### config.mk
export PLATFORM = sky130hd
export DESIGN_NAME = receiver_deframer
export DESIGN_NICKNAME = d
export VERILOG_FILES = /design/src/rtl/urllc_link_pkg.sv /design/src/rtl/crc8_serial.sv /design/src/rtl/receiver_deframer.sv
export SDC_FILE = /design/constraint.sdc
export NUM_CORES = 1
export LEC_CHECK = 0
export CORE_MARGIN = 2
export CORE_UTILIZATION = 40
export CTS_BUF_LIST = sky130_fd_sc_hd__clkbuf_2 sky130_fd_sc_hd__clkbuf_4 sky130_fd_sc_hd__clkbuf_8
export DETAILED_ROUTE_END_ITERATION = 7
export PLACE_DENSITY_LB_ADDON = 0.1
export SETUP_SLACK_MARGIN = 0.4
export SYNTH_ARGS = -nofsm -noshare
export SYNTH_HDL_FRONTEND = slang
export SYNTH_SLANG_ARGS = --single-unit
### constraint.sdc
create_clock -name clock -period 13.1 [get_ports clock]
set_clock_uncertainty 0.15 [all_clocks]
set_input_delay 3.93 -clock clock [delete_from_list [all_inputs] [get_ports clock]]
set_output_delay 3.93 -clock clock [all_outputs]
set_load 0.05 [all_outputs]
### src/rtl/urllc_link_pkg.sv
// Shared link-layer constants and types for the receive deframer and the sender-side framer.
package urllc_link_pkg;
  localparam int          BYTE_W        = 8;
  localparam logic [15:0] SYNC_WORD_DEF = 16'hA5C3;
  localparam logic [7:0]  CRC8_POLY     = 8'h07;

  typedef enum logic [1:0] {HUNT, PAYLOAD, CRC} rx_state_e;
endpackage

### src/rtl/crc8_serial.sv
// Bit-serial CRC-8, MSB first, init 0, no reflection, no final XOR.
module crc8_serial
  import urllc_link_pkg::*;
(
  input  logic       clock,
  input  logic       reset,
  input  logic       clear,
  input  logic       enable,
  input  logic       bit_in,
  output logic [7:0] crc
);

  logic fb;
  assign fb = crc[7] ^ bit_in;

  always_ff @(posedge clock or posedge reset) begin
    if (reset)       crc <= '0;
    else if (clear)  crc <= '0;
    else if (enable) crc <= {crc[6:0], 1'b0} ^ (fb ? CRC8_POLY : 8'h00);
  end

endmodule

### src/rtl/receiver_deframer.sv
// Serial link deframer: sync hunt, payload capture, CRC-8 check, DAC playout.
// Optional bad-frame counter enabled by defining DEFRAMER_ERR_CNT_EN.
module receiver_deframer
  import urllc_link_pkg::*;
#(
  parameter int                SYNC_W      = 16,
  parameter logic [SYNC_W-1:0] SYNC_WORD   = SYNC_W'(SYNC_WORD_DEF),
  parameter int                PAYLOAD_LEN = 8,
  parameter int                MISS_LIMIT  = 3
) (
  input  logic        clock,
  input  logic        reset,
  input  logic        bit_valid,
  input  logic        bit_in,
  output logic [7:0]  da_out,
  output logic        da_valid,
  output logic        sync_out,
  output logic        frame_ok,
  output logic        frame_err,
  output logic [15:0] err_count
);

  localparam int IDX_W = (PAYLOAD_LEN > 1) ? $clog2(PAYLOAD_LEN) : 1;
  localparam logic [IDX_W-1:0] LAST_IDX = IDX_W'(PAYLOAD_LEN - 1);

  rx_state_e         state;
  logic [SYNC_W-2:0] shreg;
  logic [SYNC_W-1:0] shreg_nxt;
  logic [2:0]        bit_pos;
  logic [IDX_W-1:0]  byte_idx;
  logic [IDX_W-1:0]  play_idx;
  logic              play_active;
  logic [6:0]        crc_rx;
  logic [7:0]        crc_word;
  logic [7:0]        crc_calc;
  logic [3:0]        miss_cnt;
  logic              crc_clr;
  logic              crc_en;

  logic [BYTE_W-1:0] rx_buf   [PAYLOAD_LEN];
  logic [BYTE_W-1:0] play_buf [PAYLOAD_LEN];

  // Match includes the bit arriving this cycle, so overlapping syncs are caught.
  assign shreg_nxt = {shreg, bit_in};
  assign crc_word  = {crc_rx, bit_in};
  assign crc_clr   = bit_valid && (state == HUNT) && (shreg_nxt == SYNC_WORD);
  assign crc_en    = bit_valid && (state == PAYLOAD);

  crc8_serial u_crc (
    .clock  (clock),
    .reset  (reset),
    .clear  (crc_clr),
    .enable (crc_en),
    .bit_in (bit_in),
    .crc    (crc_calc)
  );

  always_ff @(posedge clock or posedge reset) begin
    if (reset) begin
      state     <= HUNT;
      shreg     <= '0;
      bit_pos   <= '0;
      byte_idx  <= '0;
      crc_rx    <= '0;
      miss_cnt  <= '0;
      sync_out  <= 1'b0;
      frame_ok  <= 1'b0;
      frame_err <= 1'b0;
      for (int i = 0; i < PAYLOAD_LEN; i++) begin
        rx_buf[i]   <= '0;
        play_buf[i] <= '0;
      end
    end else begin
      frame_ok  <= 1'b0;
      frame_err <= 1'b0;
      if (bit_valid) begin
        case (state)
          HUNT: begin
            shreg <= shreg_nxt[SYNC_W-2:0];
            if (shreg_nxt == SYNC_WORD) begin
              state    <= PAYLOAD;
              bit_pos  <= '0;
              byte_idx <= '0;
            end
          end
          PAYLOAD: begin
            rx_buf[byte_idx] <= {rx_buf[byte_idx][6:0], bit_in};
            bit_pos          <= bit_pos + 3'd1;
            if (bit_pos == 3'd7) begin
              if (byte_idx == LAST_IDX) begin
                state    <= CRC;
                byte_idx <= '0;
              end else begin
                byte_idx <= byte_idx + 1'b1;
              end
            end
          end
          CRC: begin
            crc_rx  <= crc_word[6:0];
            bit_pos <= bit_pos + 3'd1;
            if (bit_pos == 3'd7) begin
              state <= HUNT;
              shreg <= '0;
              if (crc_word == crc_calc) begin
                frame_ok <= 1'b1;
                miss_cnt <= '0;
                sync_out <= 1'b1;
                for (int i = 0; i < PAYLOAD_LEN; i++) play_buf[i] <= rx_buf[i];
              end else begin
                frame_err <= 1'b1;
                if (miss_cnt < 4'(MISS_LIMIT)) miss_cnt <= miss_cnt + 4'd1;
                // This failure is the MISS_LIMIT-th in a row.
                if (miss_cnt >= 4'(MISS_LIMIT - 1)) sync_out <= 1'b0;
              end
            end
          end
          default: state <= HUNT;
        endcase
      end
    end
  end

  // Playout kicks off on frame_ok; play_buf was loaded on the same edge that raised it.
  always_ff @(posedge clock or posedge reset) begin
    if (reset) begin
      da_out      <= '0;
      da_valid    <= 1'b0;
      play_active <= 1'b0;
      play_idx    <= '0;
    end else if (frame_ok || play_active) begin
      da_out   <= play_buf[play_idx];
      da_valid <= 1'b1;
      if (play_idx == LAST_IDX) begin
        play_active <= 1'b0;
        play_idx    <= '0;
      end else begin
        play_active <= 1'b1;
        play_idx    <= play_idx + 1'b1;
      end
    end else begin
      da_valid <= 1'b0;
    end
  end

`ifdef DEFRAMER_ERR_CNT_EN
  always_ff @(posedge clock or posedge reset) begin
    if (reset)                                  err_count <= '0;
    else if (frame_err && err_count != 16'hFFFF) err_count <= err_count + 16'd1;
  end
`else
  assign err_count = '0;
`endif

endmodule

==> results of run 1 <==
## power by group through the flow
stage	registers, mW	logic, mW	clock network (mW)
2_1_floorplan	0.598	0.0423	0
3_3_place_gp	0.601	0.0459	0
3_5_place_dp	0.602	0.0473	0
4_1_cts	0.590	0.0474	0.488
5_1_grt	0.592	0.0527	0.514
6_report	0.590	0.0463	0.476
## critical path, delay by kind of cell
kind	cells	cell delay, ns
mux	1	0.42
simple gates	2	0.64
buf+inv	2	1.59
## layer usage
metal | part of all wire (%) | vias up | wire length [um]
met5 | 0 | - | 0
met4 | 1.1 | 0 | 193
met2 | 47 | 76 | 8111
li1 | - | 2303 | -
met3 | 2.9 | 17 | 502
met1 | 49 | 2573 | 8621
## cells by family (layout without fill, tap and decap cells)
| family | after synthesis | in the layout | share of synthesized area [%] |
|---|---|---|---|
| buffers and inverters | 59 | 61 | 3.455 |
| XOR/XNOR | 11 | 11 | 1.147 |
| AO/OA/AOI/OAI | 79 | 79 | 6.017 |
| AND/OR/NAND/NOR | 134 | 134 | 7.655 |
| multiplexers | 169 | 169 | 24.50 |
| flip-flops | 186 | 186 | 55.40 |
| adder cells (fa/ha/maj) | 12 | 12 | 1.787 |
| other | 1 | 16 | 0.04463 |
## placed cells by master (no fill, tap or decap), drive strengths merged, types with 2 or more instances in the layout
cell type,netlist,routed
nor4,3,3
clkdlybuf4s50,0,15
a22o,3,3
ha,12,12
nand4,3,3
o221ai,2,2
a32o,2,2
and2,3,3
bufinv,0,7
nand2b,2,2
nor3,3,3
and3,3,3
o31ai,5,5
mux2i,20,20
a22oi,7,7
nand3,10,10
a21oi,15,15
conb,1,16
nand4bb,2,2
xnor2,11,11
mux4,16,16
mux2,133,133
clkinv,1,6
nand2,78,78
buf,29,5
nor2b,5,5
nor3b,2,2
o21ai,33,33
o2bb2ai,8,8
inv,8,10
dfrtp,186,186
nor2,15,15
clkbuf,21,17
## final timing paths
| check | endpoint | depth (start not counted) |
|---|---|---|
| hold / removal | da_out[3] | 2 |
| setup / recovery | play_buf[42] | 5 |
| max in group asynchronous | rx_buf[25] | 3 |
| min in group asynchronous | frame_err | 2 |
| hold reg to reg | da_out[3] | 2 |
| setup reg to reg | rx_buf[55] | 3 |
## sequential cells by signal (all words and copies together), names as in the netlist
| signal | flops |
|---|---|
| play_idx | 3 |
| state | 2 |
| miss_cnt | 4 |
| u_crc.crc | 8 |
| rx_buf | 64 |
| bit_pos | 3 |
| frame_ok | 1 |
| shreg | 15 |
| sync_out | 1 |
| da_out | 8 |
| frame_err | 1 |
| play_active | 1 |
| da_valid | 1 |
| play_buf | 64 |
| byte_idx | 3 |
| crc_rx | 7 |
## layout make-up
class                           count  area share, %
Inverter                            9         0.4194
Timing Repair Buffer               20          2.029
Tap cell                          275          3.720
Clock buffer                       17          2.530
Sequential cell                   186          50.32
Multi-Input combinational cell    421          38.05
Clock inverter                     15          2.922
==> flow_summary.ini, run 1 <==
[power_and_ir_drop]
power_mw = 1.113
swShare_pct = 22.84
power.internal_mw = 0.8584
seq_power_share_pct = 53.0
ir_worst_vdd_uv = 70.28
p_switching_mw = 0.2541
power.leakage_nw = 4.221
p_clk_share_pct = 42.8
power_density_mw_per_mm2 = 120.3
power_frac_comb_pct = 4.2

[setup_path]
timing.critical_path.from = bit_valid
worst_path_max_delay_cell = clkdlybuf4s50_1
r2r_slack_ns = 9.99
crit_path_end_kind = flop
crit_required_ns = 13.30
critical-path-max-stage-delay_ns = 0.86
critical_path_class = input pin to flop
critPathMaxFanout = 69
path_cells = clkdlybuf4s50_1 > nand3_1 > nor3_4 > buf_4 > mux2_2
arrival_ns = 6.65
worstReg2RegStart = byte_idx[0]
start_kind = input pin

[routing]
drcViolationCount = 0
drtIter0Drc = 296
first_pass_iters = 4
totalWireLength_um = 17430
wl_per_cell_um = 18.48
detail_route.vias_per_cell = 5.269
postRouteAntennaNets = 0
vias = 4969

[final_layout]
stdcell_count = 943
multi_input_area_sq_mm = 0.003520
final_area_sq_mm = 0.009249
final_nets = 671
finish.utilization_pct = 44.42
syn_to_final_growth_pct = 10.08
layout-drive-gt1-share_pct = 28.74
diodes = 0
seq_area_sq_mm = 0.004654
fill_cells = 1904

[sta]
fin_hold_ws_ns = 0.3388
finalSetupTns_ns = 0
tightest_slew_ns = 1.162
max_slew_margin_pct = 22.25
period_needed_ns = 6.448
grt_setup_unrepaired = false
slew_viol_final = 0
finalCritPeriodShare_pct = 49.22
setup_viol = 0
setup_ws_ns = 6.652
hold_viol_final = 0
fmax_mhz = 155.1

[floorplanning]
core_area_sq_mm = 0.02082
dieArea_sq_mm = 0.02218
ios = 32
die_h_um = 148.9
initial_core_util_pct = 40.35
rows = 53
die_x_um = 148.9

[cts]
cts_sinks = 186
cts_buffers = 17
root_buffer = clkbuf_8
cts_setup_buffers = 0
clockBufferDepth = 2
postCtsHoldBufs = 0
post_cts_resized = 0
insertion_delay_ns = 0.46
cts_max_level = 4
cts_tree = done
cts.clk_slew.worst_paths_ns = 0.09

[status]
outcome = finished, final reports clean

[placed_design]
pre_cts_ws_ns = 6.186
portBuffers = 15
placed_cells = 911
gp_congestion = 0.7528
dp_hpwl_um = 11360
placed_area_sq_mm = 0.008745

[synth]
async_reset_ff_share_pct = 100.0
synth_ff_type = dfrtp_1
synth_top_area_cell = dfrtp_1
synth_top_area_share_pct = 55.40
synth-edff-count = 0
syn-cell-area_sq_mm = 0.008402
synth.ff_latch_count = 186
syn_area_per_cell_sq_um = 12.91
yosysMostFrequentCell = dfrtp_1
netlist_instances = 651
ys_types = 46
seq_area_frac_synth_pct = 55.40
synth_common_cells = dfrtp_1, mux2_2, nand2_1
ys_top_cells_by_area = dfrtp_1, mux2_2, mux4_2
ys_warn_count = 0

[worst_hold_path]
hp-class = flop to flop
hp-start = da_out[3]

[global_route]
grt_use_met2_pct = 26.66
antenna_found_initial = 0
use_met3_pct = 3.578
grt_pass1_wl_um = 28620
track_usage_pct = 16.96
grtUsageMet1_pct = 24.15
grt.busiest_layer = met2
gr-total-overflow = 0
grt_start_max_net_pins = 113
grt_pass1_vias = 5103

[job]
max_cap_violations = 0
Note: power is estimated with default switching activity, not from simulation.
==> inputs of run 2 (changes only) <==
==> constraint.sdc (replaced) <==
create_clock -name clock -period 5.3 [get_ports clock]
set_clock_uncertainty 0.15 [all_clocks]
set_input_delay 1.59 -clock clock [delete_from_list [all_inputs] [get_ports clock]]
set_output_delay 1.59 -clock clock [all_outputs]
set_load 0.05 [all_outputs]
==> run 2 against run 1 <==
  * Global-route usage about the same
  * Combinational power increased by 150%
  * Highest routed layer unchanged
  * Register-to-register slack got worse by 7.8 ns
  * Largest cell class unchanged
  * Sequential power increased by 150%
  * Clock power increased by 95%
  * Count of clock-buffer cells in the layout increased by 1
  * Critical path type unchanged
  * Power increased by 120%
==> flow_summary.ini, run 2 (synthesis results as in run 1) <==
[status]
outcome = finished, final reports clean

[cts]
cts.clk_slew.worst_paths_ns = 0.09
cts_buffers = 17
cts_max_level = 4
root_buffer = clkbuf_8
clockBufferDepth = 2
postCtsHoldBufs = 0
cts_sinks = 186
insertion_delay_ns = 0.47
cts_tree = done
post_cts_resized = 0
cts_setup_buffers = 0

[worst_hold_path]
hold_depth = 2
hp-start = da_out[1]
hp-class = flop to flop
min_to = da_out[1]

[setup_path]
start_kind = input pin
critPathMaxFanout = 19
ff2ff_path_depth = 5
worstReg2RegStart = state[1]
r2r_slack_ns = 2.18
reg2reg_to = rx_buf[48]
critical-path-max-stage-delay_ns = 0.90
worst_path_max_delay_cell = nor4_2
crit_path_end_kind = flop
critical_path_class = input pin to flop
arrival_ns = 4.27
crit_required_ns = 5.49
path_cells = clkdlybuf4s50_1 > nand2_1 > nor4_2 > mux2_2

[placed_design]
gp_congestion = 0.7145
dp_hpwl_um = 11130
portBuffers = 15
placed_cells = 917
pre_cts_ws_ns = 0.7506

[final_layout]
fill_cells = 1923
layout_common_cells = dfrtp_1, mux2_2, nand2_1
layout-drive-gt1-share_pct = 29.38
finish.utilization_pct = 44.17
diodes = 0
layout_commonest_cell = dfrtp_1
final_nets = 677
syn_to_final_growth_pct = 9.471
stdcell_count = 949
top_regs = play_buf x64, rx_buf x64, shreg x15

[floorplanning]
ios = 32
dieArea_sq_mm = 0.02218
die_x_um = 148.9
die_h_um = 148.9
core_area_sq_mm = 0.02082
initial_core_util_pct = 40.35
rows = 53

[sta]
max_slew_margin_pct = 28.86
setup_viol = 0
grt_setup_unrepaired = false
hold_viol_final = 0
slew_viol_final = 0
fmax_mhz = 245.3
finalCritPeriodShare_pct = 76.91
finalSetupTns_ns = 0
fin_hold_ws_ns = 0.3393
setup_ws_ns = 1.224
period_needed_ns = 4.076
tightest_slew_ns = 1.067

[global_route]
grt_pass1_vias = 5095
track_usage_pct = 16.93
gr-total-overflow = 0
grt_start_max_net_pins = 187
grt_pass1_wl_um = 28830
antenna_found_initial = 0

[routing]
drtIter0Drc = 342
wl_per_cell_um = 18.29
detail_route.vias_per_cell = 5.143
first_pass_iters = 4
vias = 4881
drcViolationCount = 0
totalWireLength_um = 17360
postRouteAntennaNets = 0

[job]
max_cap_violations = 0

[power_and_ir_drop]
power.leakage_nw = 4.185
ir_worst_vdd_uv = 132.3
power_density_mw_per_mm2 = 272.1
run 2: cell types whose count changed in the layout (fill, tap and decap cells not counted), moves of 2 or more:
cell | previous run | this run
buf_4 | 5 | 9
buf_12 | 0 | 2
clkinv_2 | 3 | 1
bufinv_16 | 7 | 1
clkinvlp_4 | 1 | 6
inv_6 | 2 | 4
run 2: power by group:
group	internal [mW]	total [mW]	switching, mW	leakage [nW]
combinational	0.0256	0.115	0.0895	1.43
clock	0.393	0.928	0.535	0.181
sequential	1.44	1.46	0.0208	2.58
run 2: through the flow:
stage	total power, mW	area, sq um
after floorplan	1.583	8462
after global placement	1.601	8813
after detailed placement	1.605	8813
after CTS	2.539	9198
after global routing	2.619	9198
final	2.502	9198
run 2: worst max-delay path: cells and delay by family:
family	cells	cell delay [ns]
buffers and inverters	1	0.88
multiplexers	1	0.42
AND/OR/NAND/NOR	2	1.38
run 2: how the worst max path moves through the flow:
stage | startpoint | to | slack, ns | depth (start not counted)
after floorplan | reset | bit_pos[0] | 1.17 | 1
after global placement | bit_valid | rx_buf[55] | 0.73 | 4
after detailed placement | bit_valid | rx_buf[55] | 0.75 | 4
after CTS | bit_valid | rx_buf[48] | 1.25 | 4
after global routing | bit_valid | rx_buf[48] | 1.0 | 4
final | bit_valid | rx_buf[48] | 1.22 | 4
run 2: area by class of cell:
cell class              count  area (sq um)  area share, %
clock buffers              18         247.7          2.694
clock inverters            14         136.4          1.483
inverters                   9         37.54         0.4081
multi-input cells         421          3520          38.27
flip-flops and latches    186          4654          50.61
well taps                 275         344.1          3.741
repair buffers             26         257.7          2.802
run 2: per-layer routing:
layer | up-vias | GRT usage [%] | share of wire (%)
li1 | 2308 | - | -
met1 | 2491 | 24.43 | 51
met2 | 67 | 25.85 | 46
met3 | 15 | 3.853 | 2.5
met4 | 0 | 4.571 | 0.99
met5 | - | 0 | 0
==> inputs of run 3 (changes only) <==
==> constraint.sdc (replaced) <==
create_clock -name clock -period 3.95 [get_ports clock]
set_clock_uncertainty 0.15 [all_clocks]
set_input_delay 1.185 -clock clock [delete_from_list [all_inputs] [get_ports clock]]
set_output_delay 1.185 -clock clock [all_outputs]
set_load 0.05 [all_outputs]
==> run 3 against run 2 <==
  * Global-route usage up 0.23 points
  * Die area unchanged
  * Routed wire length up 1.6%
  * Critical path type unchanged
  * Final cell count up 0.42%
  * Largest cell class unchanged
  * Combinational power up 43%
  * Sequential power up 34%
  * Sequential cell count unchanged
  * Register-to-register slack worse by 0.92 ns
==> flow_summary.ini, run 3 (synthesis results as in run 1) <==
[status]
outcome = finished, final reports clean

[cts]
postCtsHoldBufs = 0
root_buffer = clkbuf_8
clockBufferDepth = 2
cts_tree = done
post_cts_resized = 0
cts_setup_buffers = 0
cts_max_level = 4
cts_sinks = 186
cts_buffers = 17
cts.clk_slew.worst_paths_ns = 0.09
insertion_delay_ns = 0.46

[setup_path]
timing.critical_path.from = bit_in
worstReg2RegStart = state[1]
ff2ff_path_depth = 6
crit_path_end_kind = flop
critical_path_class = input pin to flop
reg2reg_to = rx_buf[52]
endpoint = play_buf[36]
start_kind = input pin
crit_required_ns = 4.14
r2r_slack_ns = 1.26
arrival_ns = 3.28
critPathMaxFanout = 69

[sta]
finalSetupTns_ns = 0
finalCritPeriodShare_pct = 78.42
setup_viol = 0
period_needed_ns = 3.098
hold_viol_final = 0
grt_setup_unrepaired = false
setup_ws_ns = 0.8523
tightest_slew_ns = 1.164
max_slew_margin_pct = 22.14
fmax_mhz = 322.8
slew_viol_final = 0

[power_and_ir_drop]
ir_worst_vdd_uv = 207.2
power_mw = 3.594
power_density_mw_per_mm2 = 385.2
power.leakage_nw = 4.264

[routing]
drcViolationCount = 0
vias = 4996
first_pass_iters = 4
drtIter0Drc = 295
totalWireLength_um = 17630
detail_route.vias_per_cell = 5.242
postRouteAntennaNets = 0
wl_per_cell_um = 18.50

[placed_design]
gp_congestion = 0.7630
placed_cells = 922
portBuffers = 15
dp_hpwl_um = 11540
pre_cts_ws_ns = 0.3755

[final_layout]
layout_common_cells = dfrtp_1, mux2_2, nand2_1
seq_area_sq_mm = 0.004654
multi_input_area_sq_mm = 0.003520
fill_cells = 1907
syn_to_final_growth_pct = 11.04
layout_commonest_cell = dfrtp_1
top_regs = play_buf x64, rx_buf x64, shreg x15
diodes = 0
layout-drive-gt1-share_pct = 29.79
stdcell_count = 953
final_nets = 682

[global_route]
grt_pass1_vias = 5157
track_usage_pct = 17.16
grt_start_max_net_pins = 96
grt.busiest_layer = met2
grt_use_met2_pct = 26.66
grt_pass1_wl_um = 29110
antenna_found_initial = 0
grtUsageMet1_pct = 24.79
use_met3_pct = 3.364
gr-total-overflow = 0

[job]
max_cap_violations = 0

[floorplanning]
core_area_sq_mm = 0.02082
rows = 53
die_x_um = 148.9
dieArea_sq_mm = 0.02218
initial_core_util_pct = 40.35
ios = 32
die_h_um = 148.9

[worst_hold_path]
hp-class = flop to flop
run 3: cell types whose count changed in the layout (fill, tap and decap cells not counted):
cell	delta
buf_12	+1
buf_4	+4
bufinv_16	+4
clkbuf_4	+1
clkinv_2	-1
clkinvlp_4	-4
inv_8	-1
run 3: critical path: stages:
cell             delay [ns]
clkdlybuf4s50_1        0.57
xnor2_1                0.27
nand4_1                0.22
nor3_4                 0.25
buf_12                 0.36
mux2_2                 0.39
run 3: worst min path at each step:
stage,from,end,slack (ns),depth (start not counted)
2_1_floorplan,shreg[14],shreg[14],0.30,2
3_3_place_gp,da_out[2],da_out[2],0.31,2
3_5_place_dp,da_out[3],da_out[3],0.32,2
4_1_cts,da_out[3],da_out[3],0.34,2
5_1_grt,da_out[2],da_out[2],0.37,2
6_report,da_out[3],da_out[3],0.33,2
run 3: layout make-up:
cell class	count	area share [%]
Sequential cell	186	49.89
Multi-Input combinational cell	421	37.73
Tap cell	275	3.688
Timing Repair Buffer	31	3.299
Clock buffer	19	2.736
Clock inverter	12	2.253
Inverter	9	0.4024
run 3: layer usage:
layer  part of all wire [%]  vias to the layer above
li1                       -                     2322
met1                     51                     2604
met2                     46                       58
met3                    2.1                       12
met4                   0.97                        0
met5                      0                        -
run 3: through the flow:
stage	instance area, sq um	hold WS [ns]	utilization (%)
2_1_floorplan	8462	0.3001	-
3_3_place_gp	8864	0.3122	42.57
3_5_place_dp	8864	0.3217	42.57
4_1_cts	9329	0.3432	44.80
5_1_grt	9329	0.3703	44.80
6_report	9329	0.3328	44.80
run 3: where the power goes:
| part | switching, mW | internal (mW) |
|---|---|---|
| clock network | 0.691 | 0.784 |
| logic | 0.126 | 0.0385 |
| registers | 0.0250 | 1.93 |
| total | 0.841 | 2.75 |
